`config.mk`:
```
export PLATFORM = sky130hd
export DESIGN_NAME = ascii_operand_loader
export DESIGN_NICKNAME = d
export VERILOG_FILES = /design/src/rtl/ascii_pkg.sv /design/src/rtl/ascii_digit_decode.sv /design/src/rtl/ascii_operand_loader.sv
export SDC_FILE = /design/constraint.sdc
export NUM_CORES = 1
export LEC_CHECK = 0
export BUFFER_PORTS_ARGS = -buffer_cell sky130_fd_sc_hd__buf_2
export CAP_MARGIN = 20
export CORE_UTILIZATION = 55
export CTS_CLUSTER_SIZE = 28
export DETAILED_ROUTE_END_ITERATION = 10
export HOLD_SLACK_MARGIN = 0.06
export PLACE_DENSITY = 0.8
export SYNTH_ARGS = -nofsm -noshare
export SYNTH_HDL_FRONTEND = slang
export SYNTH_SLANG_ARGS = --single-unit
```
`constraint.sdc`:
```
create_clock -name clk -period 4.7 [get_ports clk]
set_clock_uncertainty 0.1 [all_clocks]
set_input_delay 0.705 -clock clk [delete_from_list [all_inputs] [get_ports clk]]
set_output_delay 0.705 -clock clk [all_outputs]
set_load 0.02 [all_outputs]
```
`src/rtl/ascii_pkg.sv`:
```
// ascii_pkg
// Shared definitions for the ASCII operand loader and anything else that
// decodes decimal characters (for example the downstream result formatter).
//   ASCII_ZERO / ASCII_NINE : bounds of the decimal digit characters
//   CHARS_PER_OPERAND       : two digits plus one terminator
//   loader_state_e          : loader sequencing states, 3 bits
//   operand_value()         : combines two decimal digits into a 7-bit value
package ascii_pkg;

    localparam logic [7:0] ASCII_ZERO        = 8'h30;
    localparam logic [7:0] ASCII_NINE        = 8'h39;
    localparam int         CHARS_PER_OPERAND = 3;

    typedef enum logic [2:0] {
        X_D1    = 3'd0,
        X_D2    = 3'd1,
        X_T     = 3'd2,
        Y_D1    = 3'd3,
        Y_D2    = 3'd4,
        Y_T     = 3'd5,
        PRESENT = 3'd6
    } loader_state_e;

    // Tens digit times ten plus units digit; at most 99, so 7 bits suffice.
    function automatic logic [6:0] operand_value(input logic [3:0] d1,
                                                 input logic [3:0] d2);
        return ({3'b000, d1} * 7'd10) + {3'b000, d2};
    endfunction

endpackage

```
`src/rtl/ascii_digit_decode.sv`:
```
// ascii_digit_decode
// Purely combinational decode of one ASCII character into a decimal digit.
//   ascii_char : input  8  character to decode
//   is_digit   : output 1  character lies in '0'..'9'
//   digit      : output 4  digit value, 0 when the character is not a digit
module ascii_digit_decode
    import ascii_pkg::*;
(
    input  logic [7:0] ascii_char,
    output logic       is_digit,
    output logic [3:0] digit
);

    logic in_range_s;

    // Range test and digit extraction; non-digits contribute zero.
    always_comb begin
        in_range_s = (ascii_char >= ASCII_ZERO) && (ascii_char <= ASCII_NINE);
        is_digit   = in_range_s;
        if (in_range_s) begin
            digit = ascii_char[3:0];
        end else begin
            digit = 4'd0;
        end
    end

endmodule

```
`src/rtl/ascii_operand_loader.sv`:
```
// ascii_operand_loader
// Collects a serial ASCII stream of the form "DDtDDt" (two decimal digits and
// one terminator per operand) into an X/Y operand pair for the ripple adder.
//   clk, rst   : clock and synchronous active-high reset
//   char_data  : input  8        incoming ASCII character
//   char_valid : input  1        char_data is valid
//   char_ready : output 1        loader accepts a character (low while presenting)
//   x, y       : output OP_WIDTH operands, low OP_WIDTH bits of the decimal value
//   op_valid   : output 1        x/y/flags form a complete pair
//   op_ready   : input  1        downstream consumes the pair
//   fmt_err    : output 1        a non-digit appeared in a digit position
//   rng_err    : output 1        an operand exceeded 2^OP_WIDTH-1
module ascii_operand_loader
    import ascii_pkg::*;
#(
    parameter int OP_WIDTH = 5
) (
    input  logic                clk,
    input  logic                rst,
    input  logic [7:0]          char_data,
    input  logic                char_valid,
    output logic                char_ready,
    output logic [OP_WIDTH-1:0] x,
    output logic [OP_WIDTH-1:0] y,
    output logic                op_valid,
    input  logic                op_ready,
    output logic                fmt_err,
    output logic                rng_err
);

    // Largest representable operand, sized to the 7-bit decimal value.
    localparam logic [6:0] OP_MAX_V = 7'((1 << OP_WIDTH) - 1);

    loader_state_e       state_r;
    logic                char_ready_r;
    logic                op_valid_r;
    logic                fmt_err_r;
    logic                rng_err_r;
    logic [OP_WIDTH-1:0] x_r;
    logic [OP_WIDTH-1:0] y_r;
    logic [3:0]          d1_r;

    logic                is_digit_s;
    logic [3:0]          digit_s;
    logic [6:0]          value_s;
    logic                accept_s;
    logic                over_s;

    ascii_digit_decode u_decode (
        .ascii_char (char_data),
        .is_digit   (is_digit_s),
        .digit      (digit_s)
    );

    // Handshake and operand arithmetic; value_s is only meaningful in a D2 state.
    always_comb begin
        accept_s = char_valid & char_ready_r;
        value_s  = operand_value(d1_r, digit_s);
        over_s   = (value_s > OP_MAX_V);
    end

    // Loader sequencing, operand capture and sticky error flags.
    always_ff @(posedge clk) begin
        if (rst) begin
            state_r      <= X_D1;
            char_ready_r <= 1'b1;
            op_valid_r   <= 1'b0;
            fmt_err_r    <= 1'b0;
            rng_err_r    <= 1'b0;
            x_r          <= '0;
            y_r          <= '0;
            d1_r         <= 4'd0;
        end else begin
            case (state_r)
                X_D1: begin
                    if (accept_s) begin
                        d1_r      <= digit_s;
                        fmt_err_r <= fmt_err_r | ~is_digit_s;
                        state_r   <= X_D2;
                    end
                end
                X_D2: begin
                    if (accept_s) begin
                        x_r       <= value_s[OP_WIDTH-1:0];
                        fmt_err_r <= fmt_err_r | ~is_digit_s;
                        rng_err_r <= rng_err_r | over_s;
                        state_r   <= X_T;
                    end
                end
                X_T: begin
                    // Terminator content is deliberately ignored.
                    if (accept_s) begin
                        state_r <= Y_D1;
                    end
                end
                Y_D1: begin
                    if (accept_s) begin
                        d1_r      <= digit_s;
                        fmt_err_r <= fmt_err_r | ~is_digit_s;
                        state_r   <= Y_D2;
                    end
                end
                Y_D2: begin
                    if (accept_s) begin
                        y_r       <= value_s[OP_WIDTH-1:0];
                        fmt_err_r <= fmt_err_r | ~is_digit_s;
                        rng_err_r <= rng_err_r | over_s;
                        state_r   <= Y_T;
                    end
                end
                Y_T: begin
                    // Stop taking characters while the pair is on offer.
                    if (accept_s) begin
                        state_r      <= PRESENT;
                        op_valid_r   <= 1'b1;
                        char_ready_r <= 1'b0;
                    end
                end
                PRESENT: begin
                    // x/y stay as they are after handoff; only flags clear.
                    if (op_valid_r & op_ready) begin
                        state_r      <= X_D1;
                        op_valid_r   <= 1'b0;
                        char_ready_r <= 1'b1;
                        fmt_err_r    <= 1'b0;
                        rng_err_r    <= 1'b0;
                    end
                end
                default: begin
                    state_r      <= X_D1;
                    char_ready_r <= 1'b1;
                    op_valid_r   <= 1'b0;
                    fmt_err_r    <= 1'b0;
                    rng_err_r    <= 1'b0;
                end
            endcase
        end
    end

    assign char_ready = char_ready_r;
    assign op_valid   = op_valid_r;
    assign fmt_err    = fmt_err_r;
    assign rng_err    = rng_err_r;
    assign x          = x_r;
    assign y          = y_r;

endmodule
```
==> results.toml <==
[routing]
wl_per_cell_um = 15.1
firstDrtPassIters = 4
drc = 0
totalWireLength_um = 2840
vias_per_cell = 6.10
via_count = 1147
drt-initial-drc-count = 29
final_antenna_net_count = 0

[cells_and_area]
layoutNonFillerInstCount = 188
areaGrowthSynthToFinish_pct = 11.2
fillerInstances = 200
nNetsFinal = 180
diodes = 0
drive_gt1_share_pct = 26.3

[sta]
worst_slew_pin_slew_ns = 0.641
finalHoldViolations = 0
timing.fmax_mhz = 370
setup_viol_count_final = 0
period_minus_slack_ns = 2.71
setup_ws_ns = 1.99
grt_setup_unrepaired = "no"
maxSlewViolCount = 0
part_of_the_cycle_the_worst_path_needs_pct = 57.6
relSlewSlack_pct = 57.2
setup-tns-final_ns = 0

[floorplanning]
rows = 17
initial_core_util_pct = 58.3
die_height_um = 50.4
core_region_area_mm2 = 0.00221
die_area_mm2 = 0.00254
die_width_um = 50.4
io_pins = 26

[placement]
place_congestion = 0.885
post-place-cells = 184
dp.final_hpwl_um = 2080
preCtsSetupSlack_ns = 1.70
io_buffers = 25

[worst_setup_path]
r2r_cells = 7
critPathRequiredTime_ns = 4.82
crit_type = "primary input to flop"
critical_path.endpoint_type = "flop"
critPathLaunchType = "primary input"
crit_fanout = 9
data_arrival_at_the_endpoint_of_the_critical_path_ns = 2.82

[status]
run_status = "finished, final reports clean"

[power]
power.leakage_nw = 0.679
p_total_mw = 0.349
power.density_cell_area_mw_per_mm2 = 243
power.ir.vdd_worst_v = 0.000179

[yosys]
syn_area_mm2 = 0.00129
postSynthRegisterBits = 21
async_s_r_ff_share_synth_pct = 0
synth_edf_count = 0
synthesis.area_per_instance_um2 = 9.27
post-synth-top-count-cell = "sky130_fd_sc_hd__dfxtp_1"
ys_types = 46
netlist.top_cell.by_area = "sky130_fd_sc_hd__dfxtp_1"
synth.top_cells.by_count = "sky130_fd_sc_hd__dfxtp_1 (21), sky130_fd_sc_hd__a21oi_1 (13), sky130_fd_sc_hd__nand2_1 (11), sky130_fd_sc_hd__nor2_1 (11), sky130_fd_sc_hd__o21ai_0 (8)"
netlist.area_leader.share_pct = 32.6
synth.net_count = 158
yosysSeqAreaShare_pct = 32.6
most_area_consuming_cells_after_synthesis = "sky130_fd_sc_hd__dfxtp_1 (33%), sky130_fd_sc_hd__a21oi_1 (5.0%), sky130_fd_sc_hd__ha_1 (4.9%), sky130_fd_sc_hd__mux2i_1 (4.7%), sky130_fd_sc_hd__nand2_1 (3.2%)"
syn-instance-count = 139
ys.warnings.count = 0
synth_ff_type = "sky130_fd_sc_hd__dfxtp_1"

[cts]
post_cts.repair.setup_buffers = 0
cts-htree-levels = 1
tritoncts_clock_tree = "done"
post_cts_resize_count = 0
worstSkewPairLatency_ns = 0.32
hold_buf_cts = 0
cts.sink_count = 21
tritoncts.num_buffers = 3
cts_buffer_depth = 2
clock_edge_transition_at_the_registers_on_the_reported_setup_and_hold_paths_ns = 0.12
clockRootBuffer = "sky130_fd_sc_hd__clkbuf_4"

[worst_hold_path]
min_delay_path_depth = 2
timing.hold.worst.class = "flop to flop"

[global_route]
antenna_violations_before_repair = 0
overflow = 0
grt_pass1_wl_um = 4730
grt_start_max_net_pins = 21
grt.total_usage_pct = 25.0
number_of_global_route_vias_before_repair = 1016

[run]
maxCapViolations = 0
## critical path, stage by stage
cell and delay, ns:
sky130_fd_sc_hd__buf_2 0.10, sky130_fd_sc_hd__and4bb_1 0.30, sky130_fd_sc_hd__and3_2 0.25, sky130_fd_sc_hd__ha_1 0.22, sky130_fd_sc_hd__fa_1 0.44, sky130_fd_sc_hd__and3_1 0.24, sky130_fd_sc_hd__a21oi_1 0.16, sky130_fd_sc_hd__a2bb2oi_1 0.08
sky130_fd_sc_hd__o311a_1 0.32
## routing by layer
layer | share of wire (%) | routed length, um | vias to the layer above | track usage [%]
met5 | 0 | 0 | - | 0
met2 | 49 | 1400 | 36 | 40.7
met3 | 4.3 | 123 | 7 | 3.33
met1 | 44 | 1250 | 542 | 32.6
li1 | - | - | 562 | -
met4 | 2.2 | 63 | 0 | 12.0
## power breakdown
| part | leakage [nW] | switching [mW] | internal (mW) | total, mW |
|---|---|---|---|---|
| combinational | 0.492 | 0.0344 | 0.0273 | 0.0617 |
| sequential | 0.170 | 0.0121 | 0.184 | 0.196 |
| clock | 0.0177 | 0.0591 | 0.0319 | 0.0910 |
| total | 0.679 | 0.106 | 0.243 | 0.349 |
## final cells by class
| class | count | area, um2 | area share, % |
|---|---|---|---|
| flip-flops and latches | 21 | 420 | 29.3 |
| repair buffers | 25 | 125 | 8.73 |
| clock buffers | 3 | 22.5 | 1.57 |
| clock inverters | 1 | 5.00 | 0.349 |
| well taps | 28 | 35.0 | 2.45 |
| multi-input cells | 110 | 825 | 57.6 |
## final timing paths
check	slack, ns	to	start
hold / removal	0.36	y[3]	y[3]
setup reg to reg	2.43	rng_err	d1_r[1]
setup / recovery	1.99	rng_err	char_data[5]
hold reg to reg	0.36	y[3]	y[3]
## cells by family after synthesis
kind of cell / after synthesis / share of synthesized area [%]
buffers and inverters: 8 / 3.40
DFF: 21 / 32.6
AOI/OAI and AO/OA: 42 / 22.2
adders and majority gates: 7 / 7.96
and+or+nand+nor: 50 / 25.7
muxes: 6 / 4.66
xor gates and xnor gates: 5 / 3.40
## cells in the final DEF, fill, tap and decap left out, types with 2 or more instances in the layout
master                     instances
sky130_fd_sc_hd__clkbuf_4          3
sky130_fd_sc_hd__o21bai_1          2
sky130_fd_sc_hd__nor2_1           11
sky130_fd_sc_hd__fa_1              2
sky130_fd_sc_hd__mux2i_1           6
sky130_fd_sc_hd__a31oi_1           4
sky130_fd_sc_hd__xnor2_1           2
sky130_fd_sc_hd__and3_2            3
sky130_fd_sc_hd__ha_1              5
sky130_fd_sc_hd__a21o_1            3
sky130_fd_sc_hd__xor2_1            3
sky130_fd_sc_hd__nor3b_2           2
sky130_fd_sc_hd__nand2_1          11
sky130_fd_sc_hd__a22oi_1           2
sky130_fd_sc_hd__dfxtp_1          21
sky130_fd_sc_hd__a21oi_1          13
sky130_fd_sc_hd__o21a_1            2
sky130_fd_sc_hd__buf_2            25
sky130_fd_sc_hd__o21ai_0           8
sky130_fd_sc_hd__nand3_1           5
sky130_fd_sc_hd__nand4_1           2
## per-stage QoR
stage          cell area, um2  hold slack, ns  util (%)
2_1_floorplan            1290           0.396         -
3_3_place_gp             1410           0.343      63.5
3_5_place_dp             1410           0.344      63.5
4_1_cts                  1430           0.362      64.8
5_1_grt                  1430           0.373      64.8
6_report                 1430           0.361      64.8
## registers in the layout (all words and copies together), names as in the netlist
register	flops
char_ready	1
d1_r	4
fmt_err	1
op_valid	1
rng_err	1
state_r	3
x	5
y	5
No activity file was read; power rests on OpenSTA's default activity.
